<file path="config.mk">
export PLATFORM = sky130hd
export DESIGN_NAME = fsm_traffic_light
export DESIGN_NICKNAME = d
export VERILOG_FILES = /design/src/rtl/fsm_traffic_light.sv
export SDC_FILE = /design/constraint.sdc
export NUM_CORES = 1
export LEC_CHECK = 0
export ABC_AREA = 1
export BUFFER_PORTS_ARGS = -buffer_cell sky130_fd_sc_hd__buf_2
export CELL_PAD_IN_SITES_DETAIL_PLACEMENT = 1
export CELL_PAD_IN_SITES_GLOBAL_PLACEMENT = 1
export CORE_UTILIZATION = 39
export CTS_CLUSTER_DIAMETER = 30
export CTS_CLUSTER_SIZE = 28
export DETAILED_ROUTE_END_ITERATION = 8
export PLACE_DENSITY = 0.68
export SYNTH_ARGS = -nofsm -noshare
export SYNTH_HDL_FRONTEND = slang
export SYNTH_SLANG_ARGS = --single-unit
export TNS_END_PERCENT = 5
</file>
<file path="constraint.sdc">
create_clock -name clock -period 1.7 [get_ports clock]
set_input_delay 0.34 -clock clock [delete_from_list [all_inputs] [get_ports clock]]
set_output_delay 0.34 -clock clock [all_outputs]
set_load 0.03 [all_outputs]
</file>
<file path="src/rtl/fsm_traffic_light.sv">
// Traffic-light controller for a main/side street crossing with a pedestrian walk phase.
// Phase timing runs in ticks from an internal divider; a latched walk request inserts
// an all-red WALK phase after main yellow. Optional macro WALK_FLASH_EN blinks
// walk_light once during the last tick period of WALK.
module fsm_traffic_light #(
  parameter int unsigned TICK_DIV = 100_000_000
) (
  input  logic       clock,
  input  logic       rst,
  input  logic       walk,
  input  logic       sensor,
  output logic [2:0] main_light,
  output logic [2:0] side_light,
  output logic       walk_light
);

  localparam int unsigned CNT_W = (TICK_DIV > 2) ? $clog2(TICK_DIV) : 1;
  localparam int unsigned TMR_W = 3;

  localparam logic [2:0] S_MG     = 3'd0;
  localparam logic [2:0] S_MG_EXT = 3'd1;
  localparam logic [2:0] S_MY     = 3'd2;
  localparam logic [2:0] S_WALK   = 3'd3;
  localparam logic [2:0] S_SG     = 3'd4;
  localparam logic [2:0] S_SG_EXT = 3'd5;
  localparam logic [2:0] S_SY     = 3'd6;

  localparam logic [2:0] L_RED    = 3'b100;
  localparam logic [2:0] L_YELLOW = 3'b010;
  localparam logic [2:0] L_GREEN  = 3'b001;

  logic [CNT_W-1:0] cnt_q, cnt_d;
  logic [TMR_W-1:0] timer_q, timer_d;
  logic [2:0]       state_q, state_d;
  logic             walk_latch_q, walk_latch_d;
  logic [2:0]       main_light_q, main_light_d;
  logic [2:0]       side_light_q, side_light_d;
  logic             walk_light_q, walk_light_d;

  logic             tick;
  logic             illegal;
  logic [TMR_W-1:0] last_tick;
  logic [2:0]       exit_state;
  logic             enter_walk;

  // Free-running tick divider, wraps at TICK_DIV-1
  always_comb begin
    tick  = (cnt_q == CNT_W'(TICK_DIV - 1));
    cnt_d = tick ? '0 : cnt_q + CNT_W'(1);
  end

  // Per-state duration and exit target
  always_comb begin
    illegal    = 1'b0;
    last_tick  = TMR_W'(0);
    exit_state = S_MG;
    case (state_q)
      S_MG:     begin last_tick = TMR_W'(5); exit_state = sensor ? S_MG_EXT : S_MY; end
      S_MG_EXT: begin last_tick = TMR_W'(2); exit_state = S_MY; end
      S_MY:     begin last_tick = TMR_W'(1); exit_state = walk_latch_q ? S_WALK : S_SG; end
      S_WALK:   begin last_tick = TMR_W'(2); exit_state = S_SG; end
      S_SG:     begin last_tick = TMR_W'(5); exit_state = sensor ? S_SG_EXT : S_SY; end
      S_SG_EXT: begin last_tick = TMR_W'(2); exit_state = S_SY; end
      S_SY:     begin last_tick = TMR_W'(1); exit_state = S_MG; end
      default:  illegal = 1'b1;
    endcase
  end

  // Next state and phase timer; transitions only on tick, illegal codes recover at once
  always_comb begin
    state_d = state_q;
    timer_d = timer_q;
    if (illegal) begin
      state_d = S_MG;
      timer_d = '0;
    end else if (tick) begin
      if (timer_q == last_tick) begin
        state_d = exit_state;
        timer_d = '0;
      end else begin
        timer_d = timer_q + TMR_W'(1);
      end
    end
  end

  // Walk request latch; clear on WALK entry wins over a simultaneous press
  always_comb begin
    enter_walk   = (state_d == S_WALK) && (state_q != S_WALK);
    walk_latch_d = enter_walk ? 1'b0 : (walk_latch_q | walk);
  end

  // Output decode from the next state so registered outputs track the state register
  always_comb begin
    main_light_d = L_GREEN;
    side_light_d = L_RED;
    walk_light_d = 1'b0;
    case (state_d)
      S_MG, S_MG_EXT: begin main_light_d = L_GREEN;  side_light_d = L_RED;    end
      S_MY:           begin main_light_d = L_YELLOW; side_light_d = L_RED;    end
      S_WALK: begin
        main_light_d = L_RED;
        side_light_d = L_RED;
`ifdef WALK_FLASH_EN
        walk_light_d = !((timer_d == TMR_W'(2)) && (cnt_d >= CNT_W'(TICK_DIV / 2)));
`else
        walk_light_d = 1'b1;
`endif
      end
      S_SG, S_SG_EXT: begin main_light_d = L_RED;    side_light_d = L_GREEN;  end
      S_SY:           begin main_light_d = L_RED;    side_light_d = L_YELLOW; end
      default:        begin main_light_d = L_GREEN;  side_light_d = L_RED;    end
    endcase
  end

  // State, timer, divider, latch and output registers
  always_ff @(posedge clock or negedge rst) begin
    if (!rst) begin
      cnt_q        <= '0;
      timer_q      <= '0;
      state_q      <= S_MG;
      walk_latch_q <= 1'b0;
      main_light_q <= L_GREEN;
      side_light_q <= L_RED;
      walk_light_q <= 1'b0;
    end else begin
      cnt_q        <= cnt_d;
      timer_q      <= timer_d;
      state_q      <= state_d;
      walk_latch_q <= walk_latch_d;
      main_light_q <= main_light_d;
      side_light_q <= side_light_d;
      walk_light_q <= walk_light_d;
    end
  end

  assign main_light = main_light_q;
  assign side_light = side_light_q;
  assign walk_light = walk_light_q;

endmodule

</file>
Word-level counts from Yosys, hierarchy flattened --
Cells that the tools add are included.
Word-level totals: register bits 41, bits of input ports 4, word-level logic and storage cells 49
Operators by class: add/sub/neg operators 2, equality and inequality tests 15, multiplexer cells 16, bitwise gates (word level) 1, reductions and logical operators 8
Operators by type and width (count):
- adder 27 x 1 -> 27 bit, second input constant | 1
- == test 27 bit, second input constant | 1
- two-way mux 27 bit | 1
- two-way mux 3 bit | 7
- == test 3 bit, second input constant | 6
- one-hot mux 3 bit (6 select lines) | 1
- == test 3 x 2 -> 1 bit, second input constant | 4
- one-hot mux 3 bit (2 select lines) | 2
- one-hot mux 3 bit (3 select lines) | 1
- OR reduction 7 bit | 1
- OR reduction 2 bit | 3
- two-way mux 2 bit | 2
- OR reduction 4 bit | 1
- adder 3 x 1 -> 3 bit, second input constant | 1
- == test 3 x 1 -> 1 bit, second input constant | 1
- == test 3 bit | 1
- logical NOT 3 bit | 1
- != test 3 x 2 -> 1 bit, second input constant | 1
- OR reduction 3 bit | 1
- two-way mux 1 bit | 2
- != test 2 x 1 -> 1 bit, second input constant | 1
- logical AND 1 bit | 1
- bitwise OR 1 bit | 1

Longest topological paths before layout --
depth after elaboration 10, mapped depth 13

Least setup slack after synthesis --
OpenSTA, ideal clock, no wires.
path kind reg2reg, from register cnt_q[0], to register walk_latch_q, data arrival time 1.522 ns, setup slack 0.065 ns, stages on the path, launching flop included 13, path buffers 0, period minus slack after synthesis 1.635 ns, cell sequence dfrtp_1 ha_1 nand3_2 nor2_4 nand3_2 nor2_4 nand2_2 nand2_2 inv_2 nor2_4 nand3_1 nand2_1 inv_1
Between the ends: cells in the longest elaborated chain, start to end 6
RTL lines:
- from (decl) | line 32 | logic [CNT_W-1:0] cnt_q, cnt_d;
- from (signal assigned) | line 126 | cnt_q <= cnt_d;
- == test 27 bit | line 48 | tick = (cnt_q == CNT_W'(TICK_DIV - 1));
- two-way mux 3 bit | line 76 | end else if (tick) begin
- two-way mux 3 bit | line 73 | if (illegal) begin
- named net state_d[0] | line 34 | logic [2:0] state_q, state_d;
- == test 3 x 2 -> 1 bit | line 88 | enter_walk = (state_d == S_WALK) && (state_q != S_WALK);
- logical AND 1 bit | line 88
- two-way mux 1 bit | line 89 | walk_latch_d = enter_walk ? 1'b0 : (walk_latch_q | walk);
- named net walk_latch_d | line 35 | logic walk_latch_q, walk_latch_d;
- to (signal assigned) | line 129 | walk_latch_q <= walk_latch_d;
- to (decl) | line 35
The timed path passes the listed nets, and every way through them passes these cells. A chain may end at the register's enable or synchronous reset.

Worst setup path after layout --
from register cnt_q[1], to register cnt_q[17]
Between the ends: cells in the longest elaborated chain, start to end 2, elaborated cells between the ends (all ways) 3, those cells by class add/sub: 1; eq/ne: 1; mux: 1
RTL lines:
- adder 27 x 1 -> 27 bit or == test 27 bit (tied branches) | line 49, 48
- two-way mux 27 bit (*) | line 49 | cnt_d = tick ? '0 : cnt_q + CNT_W'(1);
- named net cnt_d[17] | line 32
Mark *: on every way through the listed nets, which the timed path passes. The rest lies on a longest branch.

==> key figures <==
GRT
  • Largest net degree at the start of global routing: 42
  • Grt total ovfl: 0
  • First-pass GRT wire length: 10.41 mm
  • Initial antenna violation count: 0
  • Total GRT Usage: 0.2231
  • Vias in the first global route: 2156

STA
  • Fin. max-slew vios: 0
  • Worst Max-Slew Pin Slew: 0.3292 ns
  • Final setup fails: 1
  • Final min period: 1.705 ns
  • Clock skew: 0.006480 ns
  • Final critical-path share of the clock period: 1.003
  • Achievable Freq: 0.5864 GHz
  • Hold_ws: -0.0008951 ns
  • Post-route setup slack: -0.005268 ns
  • Unrepaired setup endpoints after global routing: yes
  • Rel. slew slack: 0.7775
  • Final hold viol count: 2

Clocking
  • CTS max path bufs: 2
  • Hold buffers post-CTS: 0
  • Clk Latency, worst-skew pair: 0.30 ns
  • Num CTS Buffers: 5
  • Clk pin slew, worst setup/hold paths: 0.09 ns
  • CTS HTree Levels: 2
  • CTS tree: yes
  • CTS sink cnt: 41
  • Root Driver: clkbuf_8

Floorplan
  • Die ar.: 0.006142 mm2
  • Core area: 0.005574 mm2
  • Vert. Die Dim: 78.37 um
  • Initial Util: 0.4081
  • I/O pin cnt: 11
  • Die width: 78.37 um
  • Cell Rows: 27

Drt
  • Pre-antenna DRT Iters: 4
  • Post-route ant nets: 0
  • Remaining routing DRC violations: 0
  • Wirelength per Cell: 15.21 um
  • Via Count: 2022
  • Via/cell ratio: 4.980
  • Initial DRC Count: 71
  • Routed wire length: 6.177 mm

Logic synthesis
  • Main combinational cell family by area after synthesis: simple AND/OR/NAND/NOR gates
  • Post-synth EDFFs: 0
  • Post-synthesis xor/xnor area fraction: 0.06161
  • Syn Area/Cell: 8.095 um2
  • Post-synthesis mux area share: 0
  • Synthesized area: 0.002275 mm2
  • Ys flop type: dfrtp_1
  • Syn Inst Count: 281
  • Register area share after synthesis: 0.4521
  • Post-Synth Simple-Gate Area: 0.3509
  • Syn. warnings: 0
  • Count of cell types in the netlist: 31
  • Async set-reset flop share out of synthesis: 1.000
  • Compound-cell area share of the yosys netlist: 0.04455
  • #FFs+latches synth: 41
  • Adder-Cell Fraction of Synth Area: 0.01100
  • Net Count, Synth: 287

Pwr
  • Power per Cell Area: 672.9 mW/mm2
  • Leak pwr: 1.469 nW
  • P_sw: 0.3908 mW
  • Total power: 1.965 mW
  • Power share of the combinational group: 0.015
  • Sw frac: 0.1989
  • Power Internal: 1.574 mW
  • Flop pwr share: 0.496
  • Clock power share: 0.489
  • VDD IR max: 442.2 uV

Cells and area
  • Fraction of layout cells with a size suffix above 1: 0.2934
  • # diodes: 0
  • Nets@finish: 339
  • Synth-to-layout area growth: 28.38%
  • Final Core Density: 0.5239
  • Filler Cell Count: 673

Placed design
  • # port buffers: 10
  • Post-Place Worst Slack: -0.06748 ns
  • DP Wirelength: 4.532 mm
  • RePlAce Congestion: 0.8455

Outcome
  • Status: finished with violations
  • Failing checks: hold timing, setup timing

Setup path
  • CP Capture Type: register
  • Kind of critical path: reg2reg
  • CP max FO: 5
  • R2r setup slk: -0.005 ns
  • Startpoint types: register
  • Crit path DAT: 1.90 ns
  • Worst path required time: 1.89 ns

Flow run
  • Max-cap viol count: 0

Worst hold path
  • Hold Crit Class: in2async
per-layer routing:
| layer | wire (um) | global-route usage | vias up |
|---|---|---|---|
| li1 | - | - | 998 |
| met1 | 2805 | 0.2827 | 990 |
| met2 | 3132 | 0.3772 | 25 |
| met3 | 145 | 0.04186 | 9 |
| met4 | 94 | 0.08148 | 0 |
| met5 | 0 | 0 | - |
worst max-delay path: stages, from the launching register on:
cell and delay [ns]:
dfrtp_1 0.40, buf_4 0.13, buf_4 0.11, nand4_1 0.15
nor3_2 0.15, buf_4 0.17, nand3_1 0.10, inv_1 0.10
nand3_1 0.09, xor2_1 0.14, inv_1 0.05
final timing paths:
check	start	endpoint	depth (start not counted)
setup / recovery	cnt_q[1]	cnt_q[17]	10
hold / removal	rst	cnt_q[7]	2
setup reg to reg	cnt_q[1]	cnt_q[17]	10
hold reg to reg	cnt_q[22]	cnt_q[22]	1
max in group asynchronous	rst	main_light[0]	2
min in group clock	walk	walk_latch_q	4
placed cells by master, fill, tap and decap left out, types with 3 or more instances in the layout:
cell type and n:
nand2_1 46, inv_1 41, dfrtp_1 39, nor2_1 37, buf_4 36, nand3_1 21
xor2_1 13, nand4_1 10, buf_2 10, nor3_1 9, nor2_4 7, nand2_2 7
o21ai_0 6, a21oi_1 6, nor3_2 5, clkbuf_8 5, nand3_2 3, nor2_2 3
xnor2_1 3
power groups by stage:
stage	combinational, mW	clock [mW]	sequential, mW
3_5_place_dp	0.0322	0	0.994
5_1_grt	0.0351	1.02	0.975
3_3_place_gp	0.0320	0	0.994
6_report	0.0299	0.961	0.974
2_1_floorplan	0.00187	0	0.994
4_1_cts	0.0321	0.990	0.975
repair_timing:
action	CTS	global route
resized for setup	6	13
pin swaps	9	10
setup endpoints to repair	9	23
setup buffers	4	3
cell type report:
cell class / count / area [um2] / area share
tap: 72 / 90.09 / 0.03085
multi-input combinational: 194 / 1155 / 0.3955
sequential: 41 / 1028 / 0.3522
clock buffer: 5 / 68.82 / 0.02356
clock inverter: 3 / 68.82 / 0.02356
timing repair buffer: 47 / 340.3 / 0.1165
inverter: 44 / 168.9 / 0.05784
flip-flops by register name, indices dropped and copies added, names as in the netlist:
register / count
walk_latch_q: 1
timer_q: 3
cnt_q: 27
main_light: 3
side_light: 3
walk_light: 1
state_q: 3
cell usage after synthesis (2+ instances only):
cell	instances	share of area
nor2_1	40	0.066
nand3_2	3	0.013
a211oi_1	2	0.0066
inv_1	41	0.068
o21ai_0	6	0.013
nor3_2	2	0.0088
nand3_1	23	0.051
a21oi_1	6	0.013
nor4b_1	2	0.0077
or2_2	2	0.0055
a21oi_2	2	0.0077
nand2_4	2	0.0099
nor3_1	13	0.029
dfstp_2	2	0.023
nand4_1	10	0.028
nand2_2	4	0.011
nor2_4	6	0.030
xnor2_1	3	0.012
dfrtp_1	39	0.43
nand2_1	49	0.081
xor2_1	13	0.050
ha_1	2	0.011
logic make-up (layout without fill, tap and decap cells):
family / Yosys count / after routing
xor gates and xnor gates: 16 / 16
adders and majority gates: 2 / 2
DFF: 41 / 41
AOI/OAI and AO/OA: 17 / 17
and+or+nand+nor: 159 / 159
buffers and inverters: 46 / 99
metrics by stage:
| stage | hold WS, ns | cell area, um2 | TNS [ns] | std cells |
|---|---|---|---|---|
| after global placement | 0.3327 | 2640 | -0.03104 | 391 |
| after detailed placement | 0.3354 | 2640 | -0.1834 | 391 |
| after global routing | 0.01076 | 2920 | -1.016 | 406 |
| after floorplan | 0.04441 | 2275 | 0 | 281 |
| after CTS | 0.006274 | 2839 | -0.08909 | 403 |
| final | -0.0008951 | 2920 | -0.005268 | 406 |
(Power assumes the default switching activity.)
